$ cat src/rtl/counter_sequencer_if.sv
// Control and status bundle for counter_sequencer.
// The master side issues commands and observes status; the slave side is the sequencer.
interface counter_sequencer_if;
   logic       start;
   logic       hold;
   logic       abort;
   logic       auto_reload;
   logic [2:0] load_val;
   logic [2:0] limit;
   logic [2:0] count;
   logic [1:0] state;
   logic       busy;
   logic       done;
   logic       wrap;

   modport master (
      output start, hold, abort, auto_reload, load_val, limit,
      input  count, state, busy, done, wrap
   );

   modport slave (
      input  start, hold, abort, auto_reload, load_val, limit,
      output count, state, busy, done, wrap
   );
endinterface

$ cat src/rtl/counter_sequencer.sv
// Prescaled 3-bit up-counter sequencer with pause, abort, auto-reload and terminal detection.
// All outputs are registered or decoded from registered state.
module counter_sequencer #(
   parameter int unsigned PRESCALE = 1
) (
   input logic                  clk,
   input logic                  rst_n,
   counter_sequencer_if.slave   bus_io
);

   typedef enum logic [1:0] {
      StIdle  = 2'd0,
      StRun   = 2'd1,
      StPause = 2'd2,
      StDone  = 2'd3
   } state_e;

   localparam logic [3:0] PreMax = 4'(PRESCALE - 1);

   state_e     state_q, state_d;
   logic [2:0] count_q, count_d;
   logic [3:0] pre_q, pre_d;
   logic       done_q, done_d;
   logic       wrap_q, wrap_d;

   always_ff @(posedge clk or negedge rst_n) begin
      if (!rst_n) begin
         state_q <= StIdle;
         count_q <= 3'd0;
         pre_q   <= 4'd0;
         done_q  <= 1'b0;
         wrap_q  <= 1'b0;
      end else begin
         state_q <= state_d;
         count_q <= count_d;
         pre_q   <= pre_d;
         done_q  <= done_d;
         wrap_q  <= wrap_d;
      end
   end

   always_comb begin
      state_d = state_q;
      count_d = count_q;
      pre_d   = pre_q;
      done_d  = 1'b0;
      wrap_d  = 1'b0;

      if (bus_io.abort) begin
         state_d = StIdle;
         count_d = 3'd0;
         pre_d   = 4'd0;
      end else begin
         unique case (state_q)
            StIdle, StDone: begin
               // hold is not consulted here: a held start enters RUN and pauses one edge later
               if (bus_io.start) begin
                  state_d = StRun;
                  count_d = bus_io.load_val;
                  pre_d   = 4'd0;
               end
            end
            StRun: begin
               if (bus_io.hold) begin
                  state_d = StPause;
               end else if (pre_q == PreMax) begin
                  pre_d = 4'd0;
                  if (count_q != bus_io.limit) begin
                     count_d = count_q + 3'd1;
                  end else if (bus_io.auto_reload) begin
                     count_d = bus_io.load_val;
                     wrap_d  = 1'b1;
                  end else begin
                     state_d = StDone;
                     done_d  = 1'b1;
                  end
               end else begin
                  pre_d = pre_q + 4'd1;
               end
            end
            StPause: begin
               if (!bus_io.hold) begin
                  state_d = StRun;
               end
            end
            default: state_d = StIdle;
         endcase
      end
   end

   assign bus_io.count = count_q;
   assign bus_io.state = state_q;
   assign bus_io.busy  = (state_q == StRun) || (state_q == StPause);
   assign bus_io.done  = done_q;
   assign bus_io.wrap  = wrap_q;

endmodule

$ cat src/flat_wrapper.sv
// flat-port wrapper written by rule: the top's interface ports become plain ports
module counter_sequencer_flat 
#(
   parameter int unsigned PRESCALE = 1
)
  (clk, rst_n, bus_io_start, bus_io_hold, bus_io_abort, bus_io_auto_reload, bus_io_load_val, bus_io_limit, bus_io_count, bus_io_state, bus_io_busy, bus_io_done, bus_io_wrap);
  counter_sequencer_if bus_io_i ();
  input logic clk;
  input logic rst_n;
  input wire logic [$bits(bus_io_i.start)-1:0] bus_io_start;
  input wire logic [$bits(bus_io_i.hold)-1:0] bus_io_hold;
  input wire logic [$bits(bus_io_i.abort)-1:0] bus_io_abort;
  input wire logic [$bits(bus_io_i.auto_reload)-1:0] bus_io_auto_reload;
  input wire logic [$bits(bus_io_i.load_val)-1:0] bus_io_load_val;
  input wire logic [$bits(bus_io_i.limit)-1:0] bus_io_limit;
  output wire logic [$bits(bus_io_i.count)-1:0] bus_io_count;
  output wire logic [$bits(bus_io_i.state)-1:0] bus_io_state;
  output wire logic [$bits(bus_io_i.busy)-1:0] bus_io_busy;
  output wire logic [$bits(bus_io_i.done)-1:0] bus_io_done;
  output wire logic [$bits(bus_io_i.wrap)-1:0] bus_io_wrap;
  assign bus_io_i.start = bus_io_start;
  assign bus_io_i.hold = bus_io_hold;
  assign bus_io_i.abort = bus_io_abort;
  assign bus_io_i.auto_reload = bus_io_auto_reload;
  assign bus_io_i.load_val = bus_io_load_val;
  assign bus_io_i.limit = bus_io_limit;
  assign bus_io_count = bus_io_i.count;
  assign bus_io_state = bus_io_i.state;
  assign bus_io_busy = bus_io_i.busy;
  assign bus_io_done = bus_io_i.done;
  assign bus_io_wrap = bus_io_i.wrap;
  counter_sequencer #(.PRESCALE(PRESCALE)) u_core (.clk(clk), .rst_n(rst_n), .bus_io(bus_io_i));
endmodule
$ cat config.mk
export PLATFORM = sky130hd
export DESIGN_NAME = counter_sequencer_flat
export DESIGN_NICKNAME = d
export VERILOG_FILES = /design/src/rtl/counter_sequencer_if.sv /design/src/rtl/counter_sequencer.sv /design/src/flat_wrapper.sv
export SDC_FILE = /design/constraint.sdc
export NUM_CORES = 1
export LEC_CHECK = 0
export ABC_AREA = 1
export CAP_MARGIN = 20
export CORE_MARGIN = 2
export CORE_UTILIZATION = 45
export DETAILED_ROUTE_END_ITERATION = 8
export PLACE_DENSITY = 0.74
export SLEW_MARGIN = 20
export SYNTH_ARGS = -nofsm -noshare
export SYNTH_HDL_FRONTEND = slang
export SYNTH_SLANG_ARGS = --single-unit
$ cat constraint.sdc
create_clock -name clk -period 1.6 [get_ports clk]
set_input_delay 0.32 -clock clk [delete_from_list [all_inputs] [get_ports clk]]
set_output_delay 0.32 -clock clk [all_outputs]
set_load 0.1 [all_outputs]
# Word level (Yosys, flattened, before mapping)
# Index checks and enable logic that the tools add are counted.
[classes]
addsub = 2
n_eq_ne = 12
muxes = 32
n_reduce_logical = 8
[op_table]
columns = ["cell", "count"]
rows = [
  ["$mux 3", 6],
  ["$mux 4", 4],
  ["$mux 2", 7],
  ["$mux 1", 12],
  ["$reduce_and 5->1", 2],
  ["$ne 3x3->1 const B", 3],
  ["$ne 4x3->1 const B", 2],
  ["$ne 4x4->1 const B", 2],
  ["$pmux 4 s2", 1],
  ["$pmux 2 s3", 1],
  ["$pmux 3 s2", 1],
  ["$add 4x1->4 const B", 1],
  ["$eq 2x2->1 const B", 2],
  ["$logic_not 4->1", 1],
  ["$add 3x1->3 const B", 1],
  ["$ne 3x2->1 const B", 1],
  ["$ne 3x3->1", 1],
  ["$reduce_and 3->1", 1],
  ["$reduce_bool 3->1", 1],
  ["$eq 2x1->1 const B", 1],
  ["$logic_not 2->1", 1],
  ["$reduce_or 2->1", 1],
  ["$logic_or 1x1->1", 1],
]
[word_totals]
ff_bits = 11
out_inout_bits = 8
word_cells = 59

# Longest topological paths before layout
[logic_depth]
word_depth = 6
mapped_depth = 11
ltp_nobuf = 10

# Least setup slack after synthesis
# OpenSTA, ideal clock, no wires.
[synth_timing]
path_kind = "flip-flop to output port"
from = "register u_core.state_q[0], in the netlist u_core.bus_io.state[0]"
to = "output bus_io_busy"
t_arrival_ns = 2.022
slack_ns = -0.742
stages_incl_launch_ff = 4
cell_sequence = "dfrtp_1 -> inv_1 -> ha_1 -> inv_1"
[synth_between]
elab_chain_cells = 2
word_cells_on_any_way = 3
cone_classes = "eq/ne: 2; reduce/logical: 1"
[synth_lines]
columns = ["element", "line", "rtl"]
rows = [
  ["start, declared", "counter_sequencer.sv:20", "state_e state_q, state_d;"],
  ["start signal, assigned", "counter_sequencer.sv:28", "state_q <= StIdle;"],
  ["start signal, assigned", "counter_sequencer.sv:34", "state_q <= state_d;"],
  ["$eq 2x1->1 / $eq 2x2->1 (equally long branches)", "counter_sequencer.sv:93", "assign bus_io.busy = (state_q == StRun) || (state_q == StPause);"],
  ["$logic_or 1x1->1 (*)", "counter_sequencer.sv:93", ""],
  ["end, declared", "flat_wrapper.sv:18", "output wire logic [$bits(bus_io_i.busy)-1:0] bus_io_busy;"],
]
# Mark *: on every way between the ends. The rest lies on a longest branch, timed or not.

# Worst setup path in the final report
[layout_timing]
from = "register u_core.state_q[1], in the netlist u_core.bus_io.state[1]"
to = "output bus_io_busy"
# The elaborated chain is that of the path after synthesis.

==> qor.yml <==
run_status:
  run_status: "complete, but fails checks"
  violations_in_the_final_reports: "negative setup slack"
sta:
  endpoints_failing_hold: 0
  crit_share_post_route_pct: 105
  worst_clk_skew_ns: 0.000687
  max_clock_freq_mhz: 597
  max_slew_margin_pct: 66.1
  setup_violations: 1
  final.min_clock_period_ns: 1.67
  postLayoutSetupSlackWorst_ns: -0.0745
  whs_ns: 0.375
  rsz_0062_raised_after_global_routing: "yes"
  maxSlewViolCount: 0
  tightest_slew_ns: 0.507
floorplan:
  row_count: 15
  initial_utilization_pct: 47.2
  fp.dieW_um: 46.3
  core_um2: 1710
  fp.dieArea_um2: 2150
  num_io_pins: 20
  die_height_um: 46.3
layout:
  area_delta_synth_final_pct: 58.9
  finish.cell_count_without_fillers: 171
  layout-drive-gt1-share_pct: 30.8
  num_antenna_cells: 0
  num-nets-final: 164
  nFillCells: 129
  regArea_um2: 287
  multi_input_area_um2: 523
logic_synthesis:
  postSynthAreaPerCell_um2: 7.01
  syn_inst: 115
  syn_area_um2: 806
  synth-seq-cells: 11
  yosys_warnings: 0
  synth_fp_nets: 132
  synth.lib_cells_used.distinct: 22
  seq_area_frac_synth_pct: 34.2
routing:
  route.detailed.wl_per_inst_um: 11.4
  detail_route.iter0.violations: 18
  drt_pre_antenna_iters: 4
  drt_drc_violations_left: 0
  ant_nets: 0
  vias_per_cell: 4.84
  finalWirelength_um: 1950
  dr_vias: 827
pwr:
  power_density_nw_per_um2: 2040
  worst_ir_drop_vdd_uv: 1810
  power.static_leakage_nw: 0.638
place:
  place_worst_setup_slack_ns: -0.0866
  numPortBuffers: 19
  hpwlAfterDp_um: 1420
  place_congestion: 0.820
  dp_cells: 160
setup_path:
  critPathRequiredTime_ns: 1.28
  path_max_fanout: 3
  crit_path_start_kind: "register"
  capturing_point_of_the_worst_reg2reg_path: "u_core.bus_io.count[2]"
  endpoint_kind: "output pin"
  regToRegStartpoint: "u_core.bus_io.state[1]"
  worst-setup-path-type: "reg -> out"
  worst_ep_arrival_time_ns: 1.35
  r2r_cells: 9
  r2r_slack_ns: 0.01
clock_network:
  cts_inserted_buffers: 3
  cts_sinks: 11
  post_cts_hold_buffer_count: 0
  worst_setup_hold_path_clk_slew_ns: 0.07
  cts-root-buf: "clkbuf_4"
  tritoncts: "built"
  clk-insertion-delay-late_ns: 0.28
  cts_buffer_depth: 2
  cts_max_level: 1
job:
  drv_cap: 0
global_route:
  pin_count_of_the_biggest_net_entering_global_routing: 12
  grt.total_usage_pct: 19.8
  total_congestion_overflow: 0
  vias_in_the_first_global_route: 754
  grt_antenna_before_repair: 0
  wire_length_of_the_first_global_routing_pass_um: 3020
hold_path:
  hold_class: "in -> async"
worst max-delay path by stage:
stage                     cells past startpoint  slack [ns]              startpoint                endpoint
after floorplan                               3       -0.11  u_core.bus_io.state[0]             bus_io_busy
after global placement                        9       -0.05            bus_io_abort  u_core.bus_io.count[1]
after detailed placement                      9       -0.09            bus_io_abort  u_core.bus_io.count[2]
after CTS                                     3       -0.06  u_core.bus_io.state[1]             bus_io_busy
after global routing                          3        -0.1  u_core.bus_io.state[1]             bus_io_busy
final                                         3       -0.07  u_core.bus_io.state[1]             bus_io_busy
routing by layer:
layer / GRT usage [%] / wire [um]
met1: 23.1 / 838
met5: 0 / 0
met3: 2.75 / 86
met2: 33.9 / 982
met4: 12.0 / 40
cell usage after synthesis (all sizes together):
master	count	area, um^2
a21oi	3	18.8
buf	1	11.3
dfrtp	11	275
ha	5	62.6
inv	19	71.3
nand2	42	170
nand3	13	82.6
nand3b	1	7.51
nand4	1	6.26
nor2	9	38.8
nor3	2	10.0
nor3b	1	7.51
nor4	1	6.26
o21ai	4	20.0
xor2	2	17.5
worst max-delay path: stages, from the launching register on:
cell        delay (ns)
dfrtp_4           0.51
ha_4              0.31
clkinvlp_4        0.09
buf_12            0.17
flip-flops by register name, summed over array words and instances (netlist names):
signal,flops
u_core.pre_q,4
u_core.bus_io.count,3
u_core.bus_io.state,2
u_core.bus_io.done,1
u_core.bus_io.wrap,1
cell usage in the layout (no fill, tap or decap), types with 4 or more instances in the layout:
master           Yosys  final
o21ai_0              4      4
dfrtp_1             11      6
clkdlybuf4s50_1      0     11
nand2_1             39     37
nor2_1               7      6
nand3_1             11     11
inv_1               17     15
buf_4                0      9
buf_12               0      8
through the flow:
step / setup TNS [ns] / total power, W / instance area, um^2 / utilization (%)
floorplan: -0.249 / 0.00163 / 845 / -
global placement: -0.180 / 0.00214 / 1150 / 67.3
detailed placement: -0.378 / 0.00217 / 1150 / 67.3
CTS: -0.0632 / 0.00246 / 1210 / 71.1
global route: -0.330 / 0.00276 / 1280 / 74.9
finish: -0.0745 / 0.00262 / 1280 / 74.9
power by group:
group | total [W] | internal, W | switching [W]
logic | 0.00197 | 0.000763 | 0.00121
clock network | 0.000196 | 0.0000970 | 0.0000992
registers | 0.000447 | 0.000357 | 0.0000906
layout make-up:
| class | count | area share (%) |
|---|---|---|
| Tap cell | 25 | 2.44 |
| Multi-Input combinational cell | 84 | 40.9 |
| Clock buffer | 4 | 2.05 |
| Inverter | 19 | 5.87 |
| Timing Repair Buffer | 28 | 26.4 |
| Sequential cell | 11 | 22.4 |
what timing repair did:
| action | CTS | global route |
|---|---|---|
| pin swaps | 1 | 3 |
| setup endpoints to repair | 5 | 6 |
| resized for setup | 2 | 8 |
| buffers inserted | 4 | 3 |
| cloned | 0 | 0 |
cell families (layout without fill, tap and decap cells):
| group | count (synthesis) | in the layout | share of synthesized area [%] |
|---|---|---|---|
| XOR/XNOR | 2 | 2 | 2.17 |
| flip-flops | 11 | 11 | 34.2 |
| adder cells (fa/ha/maj) | 5 | 5 | 7.76 |
| buffers and inverters | 20 | 51 | 10.2 |
| AND/OR/NAND/NOR | 70 | 70 | 40.8 |
| AO/OA/AOI/OAI | 7 | 7 | 4.81 |
Note: power is estimated with default switching activity, not from simulation.
